===== src/rtl/crtc_pkg.sv =====
// -----------------------------------------------------------------------------
// crtc_pkg
//   Shared definitions for the CGIA raster timing generator.
//   CRTC_W     : width of every dot/line counter and timing field
//   crtc_cnt_t : counter / timing-field type
// -----------------------------------------------------------------------------
package crtc_pkg;

    localparam int CRTC_W = 10;

    typedef logic [CRTC_W-1:0] crtc_cnt_t;

endpackage : crtc_pkg


===== src/rtl/crtc_axis.sv =====
// -----------------------------------------------------------------------------
// crtc_axis
//   One raster axis: a counter that steps when enabled, wraps to zero after
//   reaching its programmed total, and drives a sync flag that rises when the
//   counter reaches sstart and falls when the counter returns to zero.
//   Used twice by crtc: horizontal (steps every dot) and vertical (steps on
//   the last dot of each line).
//
//   clk    in   1   clock, rising edge
//   rst_n  in   1   asynchronous active-low reset
//   en     in   1   step enable
//   total  in   W   last counter value before wrap
//   sstart in   W   counter value at which sync asserts
//   cnt    out  W   current counter value (registered)
//   nxt    out  W   value the counter will take on the next enabled step
//   wrap   out  1   counter is at total (next step returns to zero)
//   sync   out  1   sync flag (registered, matches cnt)
// -----------------------------------------------------------------------------
module crtc_axis
    import crtc_pkg::*;
#(
    parameter int W = CRTC_W
) (
    input  logic         clk,
    input  logic         rst_n,
    input  logic         en,
    input  logic [W-1:0] total,
    input  logic [W-1:0] sstart,
    output logic [W-1:0] cnt,
    output logic [W-1:0] nxt,
    output logic         wrap,
    output logic         sync
);

    // Equality compare only: a counter already past total keeps counting
    // and rolls over through 2^W-1 without asserting wrap.
    assign wrap = (cnt == total);
    assign nxt  = wrap ? '0 : cnt + W'(1);

    // NOTE: state flops use non-blocking assignments so every flop samples
    // pre-edge values; the async reset sits in the sensitivity list.
    always_ff @(posedge clk or negedge rst_n) begin
        if (!rst_n) begin
            cnt  <= '0;
            sync <= 1'b0;
        end else if (en) begin
            cnt <= nxt;
            // Clear has priority, so sstart==0 never raises sync.
            if (nxt == '0)
                sync <= 1'b0;
            else if (nxt == sstart)
                sync <= 1'b1;
        end
    end

endmodule : crtc_axis


===== src/rtl/crtc.sv =====
// -----------------------------------------------------------------------------
// crtc
//   Raster timing generator for the CGIA video path. Produces dot/line
//   counters, HSYNC/VSYNC and horizontal/vertical display-enable windows from
//   programmable timing fields. All outputs are registered and each flag
//   corresponds to the x/y presented alongside it.
//
//   dotclk_i   in   1   dot clock, rising edge
//   reset_i    in   1   asynchronous active-low reset
//   htotal_i   in   W   last dot index of a scanline
//   vtotal_i   in   W   last line index of a frame
//   hsstart_i  in   W   dot index where HSYNC asserts
//   vsstart_i  in   W   line index where VSYNC asserts
//   hvstart_i  in   W   dot index where HDEN asserts
//   hvend_i    in   W   dot index where HDEN negates
//   vvstart_i  in   W   line whose last dot sets VDEN
//   vvend_i    in   W   line whose last dot clears VDEN
//   x_o, y_o   out  W   dot / line counters
//   hsync_o    out  1   horizontal sync, active high
//   vsync_o    out  1   vertical sync, active high
//   hden_o     out  1   horizontal display enable
//   vden_o     out  1   vertical display enable
// -----------------------------------------------------------------------------
module crtc
    import crtc_pkg::*;
#(
    parameter int W = CRTC_W
) (
    input  logic         dotclk_i,
    input  logic         reset_i,
    input  logic [W-1:0] htotal_i,
    input  logic [W-1:0] vtotal_i,
    input  logic [W-1:0] hsstart_i,
    input  logic [W-1:0] vsstart_i,
    input  logic [W-1:0] hvstart_i,
    input  logic [W-1:0] hvend_i,
    input  logic [W-1:0] vvstart_i,
    input  logic [W-1:0] vvend_i,
    output logic [W-1:0] x_o,
    output logic [W-1:0] y_o,
    output logic         hsync_o,
    output logic         vsync_o,
    output logic         hden_o,
    output logic         vden_o
);

    logic [W-1:0] h_nxt;
    logic         hwrap;
    logic [W-1:0] v_nxt_unused;
    logic         v_wrap_unused;

    crtc_axis #(.W(W)) u_haxis (
        .clk    (dotclk_i),
        .rst_n  (reset_i),
        .en     (1'b1),
        .total  (htotal_i),
        .sstart (hsstart_i),
        .cnt    (x_o),
        .nxt    (h_nxt),
        .wrap   (hwrap),
        .sync   (hsync_o)
    );

    // Vertical axis only advances on the last dot of a line.
    crtc_axis #(.W(W)) u_vaxis (
        .clk    (dotclk_i),
        .rst_n  (reset_i),
        .en     (hwrap),
        .total  (vtotal_i),
        .sstart (vsstart_i),
        .cnt    (y_o),
        .nxt    (v_nxt_unused),
        .wrap   (v_wrap_unused),
        .sync   (vsync_o)
    );

    // HDEN follows the dot the counter is moving to, so it lines up with x_o.
    // VDEN is sampled on the current line at line end: it therefore becomes
    // visible one line after vvstart/vvend, and a frame wrap leaves it alone.
    always_ff @(posedge dotclk_i or negedge reset_i) begin
        if (!reset_i) begin
            hden_o <= 1'b0;
            vden_o <= 1'b0;
        end else begin
            if (h_nxt == hvend_i)
                hden_o <= 1'b0;
            else if (h_nxt == hvstart_i)
                hden_o <= 1'b1;

            if (hwrap) begin
                if (y_o == vvend_i)
                    vden_o <= 1'b0;
                else if (y_o == vvstart_i)
                    vden_o <= 1'b1;
            end
        end
    end

endmodule : crtc


===== config.mk =====
export PLATFORM = sky130hd
export DESIGN_NAME = crtc
export DESIGN_NICKNAME = d
export VERILOG_FILES = /design/src/rtl/crtc_pkg.sv /design/src/rtl/crtc_axis.sv /design/src/rtl/crtc.sv
export SDC_FILE = /design/constraint.sdc
export NUM_CORES = 1
export LEC_CHECK = 0
export BUFFER_PORTS_ARGS = -buffer_cell sky130_fd_sc_hd__buf_2
export CORE_AREA = 2 2 60 105
export DETAILED_ROUTE_END_ITERATION = 8
export DIE_AREA = 0 0 62 107
export PLACE_DENSITY = 0.81
export SYNTH_ARGS = -nofsm -noshare
export SYNTH_HDL_FRONTEND = slang
export SYNTH_SLANG_ARGS = --single-unit

===== constraint.sdc =====
create_clock -name dotclk_i -period 3 [get_ports dotclk_i]
set_clock_uncertainty 0.05 [all_clocks]
set_input_delay 0.15 -clock dotclk_i [delete_from_list [all_inputs] [get_ports dotclk_i]]
set_output_delay 0.15 -clock dotclk_i [all_outputs]
set_load 0.1 [all_outputs]

==> metrics.md, run 1 <==
| Metric | Value |
|---|---|
| Hold depth | 3 |
| Critical Path RT | 3.16 ns |
| Die height | 107 µm |
| Initial antenna violation count | 0 |
| Final setup viols | 0 |
| DR vias/cell | between 5 and 6 |
| PD cells | ~570 mW/mm² |
| RD Place Congestion | 0.943 |
| Max_cap viols | 0 |
| Vias after detailed routing | approximately 3,100 |
| Critical path arrival | roughly 2.7 ns |
| Tot Pwr | 1.93 mW |
| Post-route ant nets | 0 |
| GR Util All Layers | 27.7% |
| Port bufs | 105 |
| Critical path type | reg -> reg |
| RSZ-0062 raised after global routing | false |
| Worst hold slack | 0.126 ns |
| Pleak | 1.46 nW |
| Critical Path Source Type | flop |
| Post-detailed-route DRC marker count | 0 |
| Antenna cells | 0 |
| First-pass detailed-route iteration total | 4 |
| Final WL | 8950 µm |
| Register clock-pin slew on the reported worst setup and hold paths | about 0.09 ns |
| Worst-Margin Slew | between 0.7 and 0.8 ns |
| Relative max-transition margin | 47.8% |
| Min-Delay Path Class | in -> reg |
| Syn Std Cell Area | 0.00270 mm² |
| Area grow syn2layout | 26.0% |
| End of the worst hold path | u_haxis.sync |
| Final TNS setup | 0 ns |
| Core ar. | 0.00579 mm² |
| DIE AREA | 0.00663 mm² |
| Worst r2r src | u_haxis.cnt[0] |
| Min Clock Period, post-route | 2.57 ns |
| Row cnt | 37 |
| Maximum fanout along the worst path | 12 |
| # clock sinks | 24 |
| Final Cycle Share | a little under nine tenths |
| Library cells used by synthesis | 55 |
| First-pass GRT wire length | 13,800 µm |
| Status | complete, no violations |
| CTS Buf Count | 3 |
| Die W | 62 µm |
| CTS tree | yes |
| Syn Nets | 423 |
| Post-synth EDFFs | 0 |
| IO Pins | 106 |
| Ys async rst share | between 90% and 100% |
| Cell taking the most area after synthesis | dfrtp_1 |
| Worst IR drop on VDD | 0.423 mV |
| CTS resizes | 0 |
| Reg2reg path depth | 8 |
| Initial DRC Count | around 170 |
| Synthesized area per cell | 7.95 µm² |
| Pin count of the biggest net entering global routing | 25 |
| Max Buffers Root-to-Sink | 2 |
| GR Overflow Total | 0 |
| Worst r2r dst | hden_o |
| H-tree lvl count | 1 |
| # nets final | 523 |
| Starting density of the core | 46.6% |
| Final Slew Violations | 0 |
| Final Hold Fails | 0 |
| Register area share after synthesis | 22.3% |
| Area contributors post-synth | dfrtp_1 22%, xnor2_1 14%, xor2_1 7.5%, o21ai_0 4.3%, nand4_1 3.7% |
| HPWL after DPL | 7380 µm |
| Area share of the largest cell type after synthesis | between 20 and 25% |
| F_max | between 0.3 and 0.4 GHz |
| Synth Flop Type | dfrtp_1 |
| Root Buffer | clkbuf_8 |
| Routed wire length per instance | 17.4 µm |
| R2R Setup Slk | 0.43 ns |
| Critical path endpoint category | flop |
| #FFs+latches synth | 24 |
| Clk_lat worst skew | 0.27 ns |
| Synth warnings | 0 |
| Vias in the first global route | 3,062 |
| Mapped Cells | between 300 and 400 |
| Hold Startpoint | hsstart_i[0] |
| Layout cell share with drive strength beyond 1 | 30.4% |
==> how the worst max path moves through the flow <==
stage | start | to | cells after the start
2_1_floorplan | u_haxis.cnt[2] | hden_o | 8
3_3_place_gp | u_haxis.cnt[2] | hden_o | 6
3_5_place_dp | u_haxis.cnt[0] | hden_o | 8
4_1_cts | u_haxis.cnt[2] | hden_o | 6
5_1_grt | u_haxis.cnt[2] | hden_o | 6
6_report | u_haxis.cnt[0] | hden_o | 8
==> through the flow <==
step	area [µm²]	setup slack (ns)	instances	utilization [%]
after floorplan	2700	0.0309	339	-
after global placement	3320	0.533	511	57.3
after detailed placement	3320	0.445	511	57.3
after CTS	3400	0.415	516	58.7
after global routing	3400	0.171	516	58.7
final	3400	0.428	516	58.7
==> per-layer routing <==
metal | GRT usage [%] | up-vias | wire (µm)
li1 | - | 1446 | -
met1 | 27.2 | 1440 | 2980
met2 | 51.8 | 131 | 5050
met3 | 3.02 | 34 | 434
met4 | 14.9 | 0 | 492
met5 | 0 | - | 0
==> final cells by class <==
cell class / instances / area, µm²
sequential: 24 / 604
clock inverter: 1 / 30.0
inverter: 11 / 41.3
fill: 569 / 2390
clock buffer: 3 / 41.3
multi-input combinational: 280 / 1950
tap: 78 / 97.6
timing repair buffer: 119 / 633
==> cell usage after synthesis (4+ instances only) <==
cell	number
clkbuf_1	10
nand3_1	14
buf_2	9
o21ai_0	23
xnor2_1	42
nor2_1	23
inv_1	11
nor4_1	6
nand3b_1	4
a21oi_1	12
nor3_1	6
a31oi_1	5
nor2b_1	4
xor2_1	23
dfrtp_1	24
a211oi_1	5
o31ai_1	4
nand2_1	24
and2_1	5
and4_1	4
nor4b_1	4
nand4_1	16
or3_1	9
==> registers in the layout, indices dropped and copies added, names as in the netlist <==
name,count
vden_o,1
u_vaxis.cnt,10
u_haxis.sync,1
u_vaxis.sync,1
u_haxis.cnt,10
hden_o,1
==> cell families (layout without fill, tap and decap cells) <==
family                     after synthesis  count (layout)  synth area share (%)
adders and majority gates                2               2                 0.928
and+or+nand+nor                        133             133                  27.7
DFF                                     24              24                  22.3
AOI/OAI and AO/OA                       76              76                  19.9
xor gates and xnor gates                67              67                  22.8
buffers and inverters                   35             134                  5.61
muxes                                    2               2                 0.789
==> power by group <==
group	internal (mW)	switching (mW)	leakage, nW
sequential	0.377	0.108	0.315
combinational	0.359	0.804	1.11
clock	0.178	0.107	0.0357
total	0.914	1.02	1.46
==> placed cells by master (no fill, tap or decap), drive strengths merged, types with 3 or more instances in the layout <==
cell type and n:
buf 118, xnor2 42, o32ai 3, dfrtp 24, nor2b 4, nand4 16, and3 3, and2 5
a21oi 12, nand3 14, nand2 25, o21ai 24, clkbuf 3, a211o 3, nand4b 3, o41ai 4
a31oi 5, nor4 6, o31ai 4, nand3b 4, or3 9, nor2 23, a211oi 5, inv 11
o311ai 3, nor3 6, nor4b 6, and4 4, xor2 23
==> worst max-delay path, cell delays in order (launching register included) <==
cell	delay (ns)
dfrtp_2	0.50
ha_1	0.24
nand4_1	0.17
or3_1	0.36
and2_1	0.30
nor4b_2	0.29
a211oi_1	0.13
o41ai_2	0.30
o41a_1	0.18
==> what timing repair did <==
item                                   4_1_cts  5_1_grt
endpoints found under the hold margin       24        0
hold buffers                                 1        0
setup buffers                                0        0
(Power assumes the default switching activity.)
==> inputs of run 2 (changes only) <==
- BUFFER_PORTS_ARGS: -buffer_cell sky130_fd_sc_hd__buf_2 -> default
- DONT_BUFFER_PORTS: default -> 1
- PLACE_DENSITY: 0.81 -> 0.65
==> run 2 against run 1 <==
  * Worst setup slack got worse by 0.11 ns
  * First-iteration DRC count increased by 12%
  * Non-clock buffer count decreased by 86
  * Critical path type unchanged
  * Largest cell class unchanged
  * Highest routed layer unchanged
==> metrics.md, run 2 (same netlist as run 1, synthesis figures left out) <==
| Metric | Value |
|---|---|
| H-tree lvl count | 1 |
| Final std cells w/o fill | 430 |
| Crit. Startpoint | u_haxis.cnt[1] |
| Crit path capture | hden_o |
| DIE AREA | 0.00663 mm² |
| IO Pins | roughly 110 |
| First-pass GRT wire length | roughly 14,000 µm |
| Routed wire length per instance | 20.4 µm |
| Area of the multi-input gates | 0.00195 mm² |
| DR vias/cell | 6.28 |
| Register area | 604 µm² |
| Port bufs | 0 |
| Commonest non-fill, non-tap cell in the layout | xnor2_1 |
| Final setup viols | 0 |
| Initial DRC Count | 191 |
| Critical Path RT | 3.17 ns |
| Final WL | 8790 µm |
| Clock share of power | 15.6% |
| Worst r2r dst | hden_o |
| Starting density of the core | 46.6% |
| Post-route ant nets | 0 |
| Relative max-transition margin | 39.5% |
| Switching portion of total power | between 50% and 60% |
| Min-Delay Path Class | in -> reg |
| Critical Path Source Type | flop |
| Root Buffer | clkbuf_8 |
| Maximum fanout along the worst path | 16 |
| Most frequent cells in the layout | 42 x xnor2_1, 31 x buf_4, 24 x nand2_1 |
| Biggest regs | u_haxis.cnt x10, u_vaxis.cnt x10 |
| Tot Pwr | approximately 1.9 mW |
| Min Clock Period, post-route | 2.68 ns |
| Vias after detailed routing | 2,700 |
| F_max | 0.373 GHz |
| HPWL after DPL | between 7000 and 8000 µm |
| Critical path endpoint category | flop |
| Critical path type | reg -> reg |
| Final TNS setup | 0 ns |
| Row cnt | 37 |
| CTS Buf Count | 3 |
| Switching power | around 1.0 mW |
| Register clock-pin slew on the reported worst setup and hold paths | 0.10 ns |
| Initial antenna violation count | 0 |
| PD cells | 636 mW/mm² |
| Post-detailed-route DRC marker count | 0 |
| Worst-Margin Slew | 0.907 ns |
| Layout Utilization | ~52% |
| CTS tree | yes |
| Internal power | around 920 µW |
| Pin count of the biggest net entering global routing | 31 |
| Antenna cells | 0 |
| GR Overflow Total | 0 |
| RSZ-0062 raised after global routing | false |
| Pleak | 1.12 nW |
| R2R Setup Slk | 0.32 ns |
| Final Slew Violations | 0 |
| Die W | approximately 62 µm |
| Critical path arrival | 2.85 ns |
| CTS resizes | 0 |
| GR Util All Layers | 27.3% |
| Reg2reg path depth | 8 |
| Core ar. | about 0.0058 mm² |
| Combinational share of power | around three fifths |
| Max_cap viols | 0 |
| Vias in the first global route | 2,776 |
| # nets final | 437 |
| Layout cell share with drive strength beyond 1 | 13.4% |
| Die height | ~110 µm |
| Worst r2r src | u_haxis.cnt[1] |
| Status | complete, no violations |
| Final Cycle Share | 89.3% |
| Inst Count DP | around 420 |
| RD Place Congestion | 0.907 |
| Setup Fix Bufs, Post-CTS | 0 |
| Area grow syn2layout | 12.3% |
| Clk_lat worst skew | 0.28 ns |
| # clock sinks | 24 |
| Max Buffers Root-to-Sink | 2 |
| Worst IR drop on VDD | 0.383 mV |
| First-pass detailed-route iteration total | 4 |
| Final Hold Fails | 0 |
| Part of the power in registers | 24.7% |
| Fillers | 579 |
[run 2: changes by cell type in the layout (fill, tap and decap cells not counted)]
cell,change
buf_12,+1
buf_4,+18
buf_2,-105
[run 2: how the worst min path moves through the flow]
stage,slack [ns],from,end,cells after the start
after global routing,0.03,hsstart_i[0],u_haxis.sync,2
after floorplan,-0.20,reset_i,hden_o,0
after global placement,-0.20,reset_i,u_vaxis.sync,0
final,0.02,hsstart_i[0],u_haxis.sync,2
after CTS,0.01,hsstart_i[0],u_haxis.sync,2
after detailed placement,-0.20,reset_i,u_vaxis.sync,0
[run 2: repair_timing]
item                                    4_1_cts  5_1_grt
hold buffers                                  2        0
hold endpoints to repair                     24        0
endpoints found under the setup margin        0        0
[run 2: cell type report]
class | instances | share of cell area, %
multi-input cells | 280 | 64.4
inverters | 11 | 1.36
repair buffers | 33 | 8.68
flip-flops and latches | 24 | 20.0
clock inverters | 1 | 0.992
clock buffers | 3 | 1.36
well taps | 78 | 3.22
[run 2: stage by stage]
stage | worst slack [ns] | area [µm²] | hold WS, ns
after floorplan | 0.0309 | 2700 | -0.196
after global placement | 0.373 | 2930 | -0.195
after detailed placement | 0.340 | 2930 | -0.195
after CTS | 0.325 | 3030 | 0.0125
after global routing | 0.109 | 3030 | 0.0272
final | 0.320 | 3030 | 0.0166
[run 2: layer usage]
metal  wire, µm  part of all wire, %  global-route usage, %  vias to the layer above
met3        442                  5.0                   3.02                       22
met1       2930                   33                   27.0                     1311
met2       5100                   58                   51.6                       95
met5          0                    0                      0                        -
met4        314                  3.6                   13.2                        0
li1           -                    -                      -                     1272
[run 2: worst max-delay path, cell delays in order, from the launching register on]
cell     delay, ns
dfrtp_2       0.41
buf_4         0.31
xnor2_1       0.15
nand4_1       0.14
or3_1         0.61
a211o_1       0.36
a22o_1        0.21
o41ai_2       0.20
o41a_1        0.18
[run 2: power groups by stage]
| stage | Combinational, mW | Sequential, mW | Clock [mW] |
|---|---|---|---|
| after floorplan | 0.561 | 0.808 | 0 |
| after global routing | 1.22 | 0.488 | 0.318 |
| after detailed placement | 1.13 | 0.483 | 0 |
| final | 1.15 | 0.476 | 0.301 |
| after global placement | 1.12 | 0.479 | 0 |
| after CTS | 1.15 | 0.475 | 0.305 |
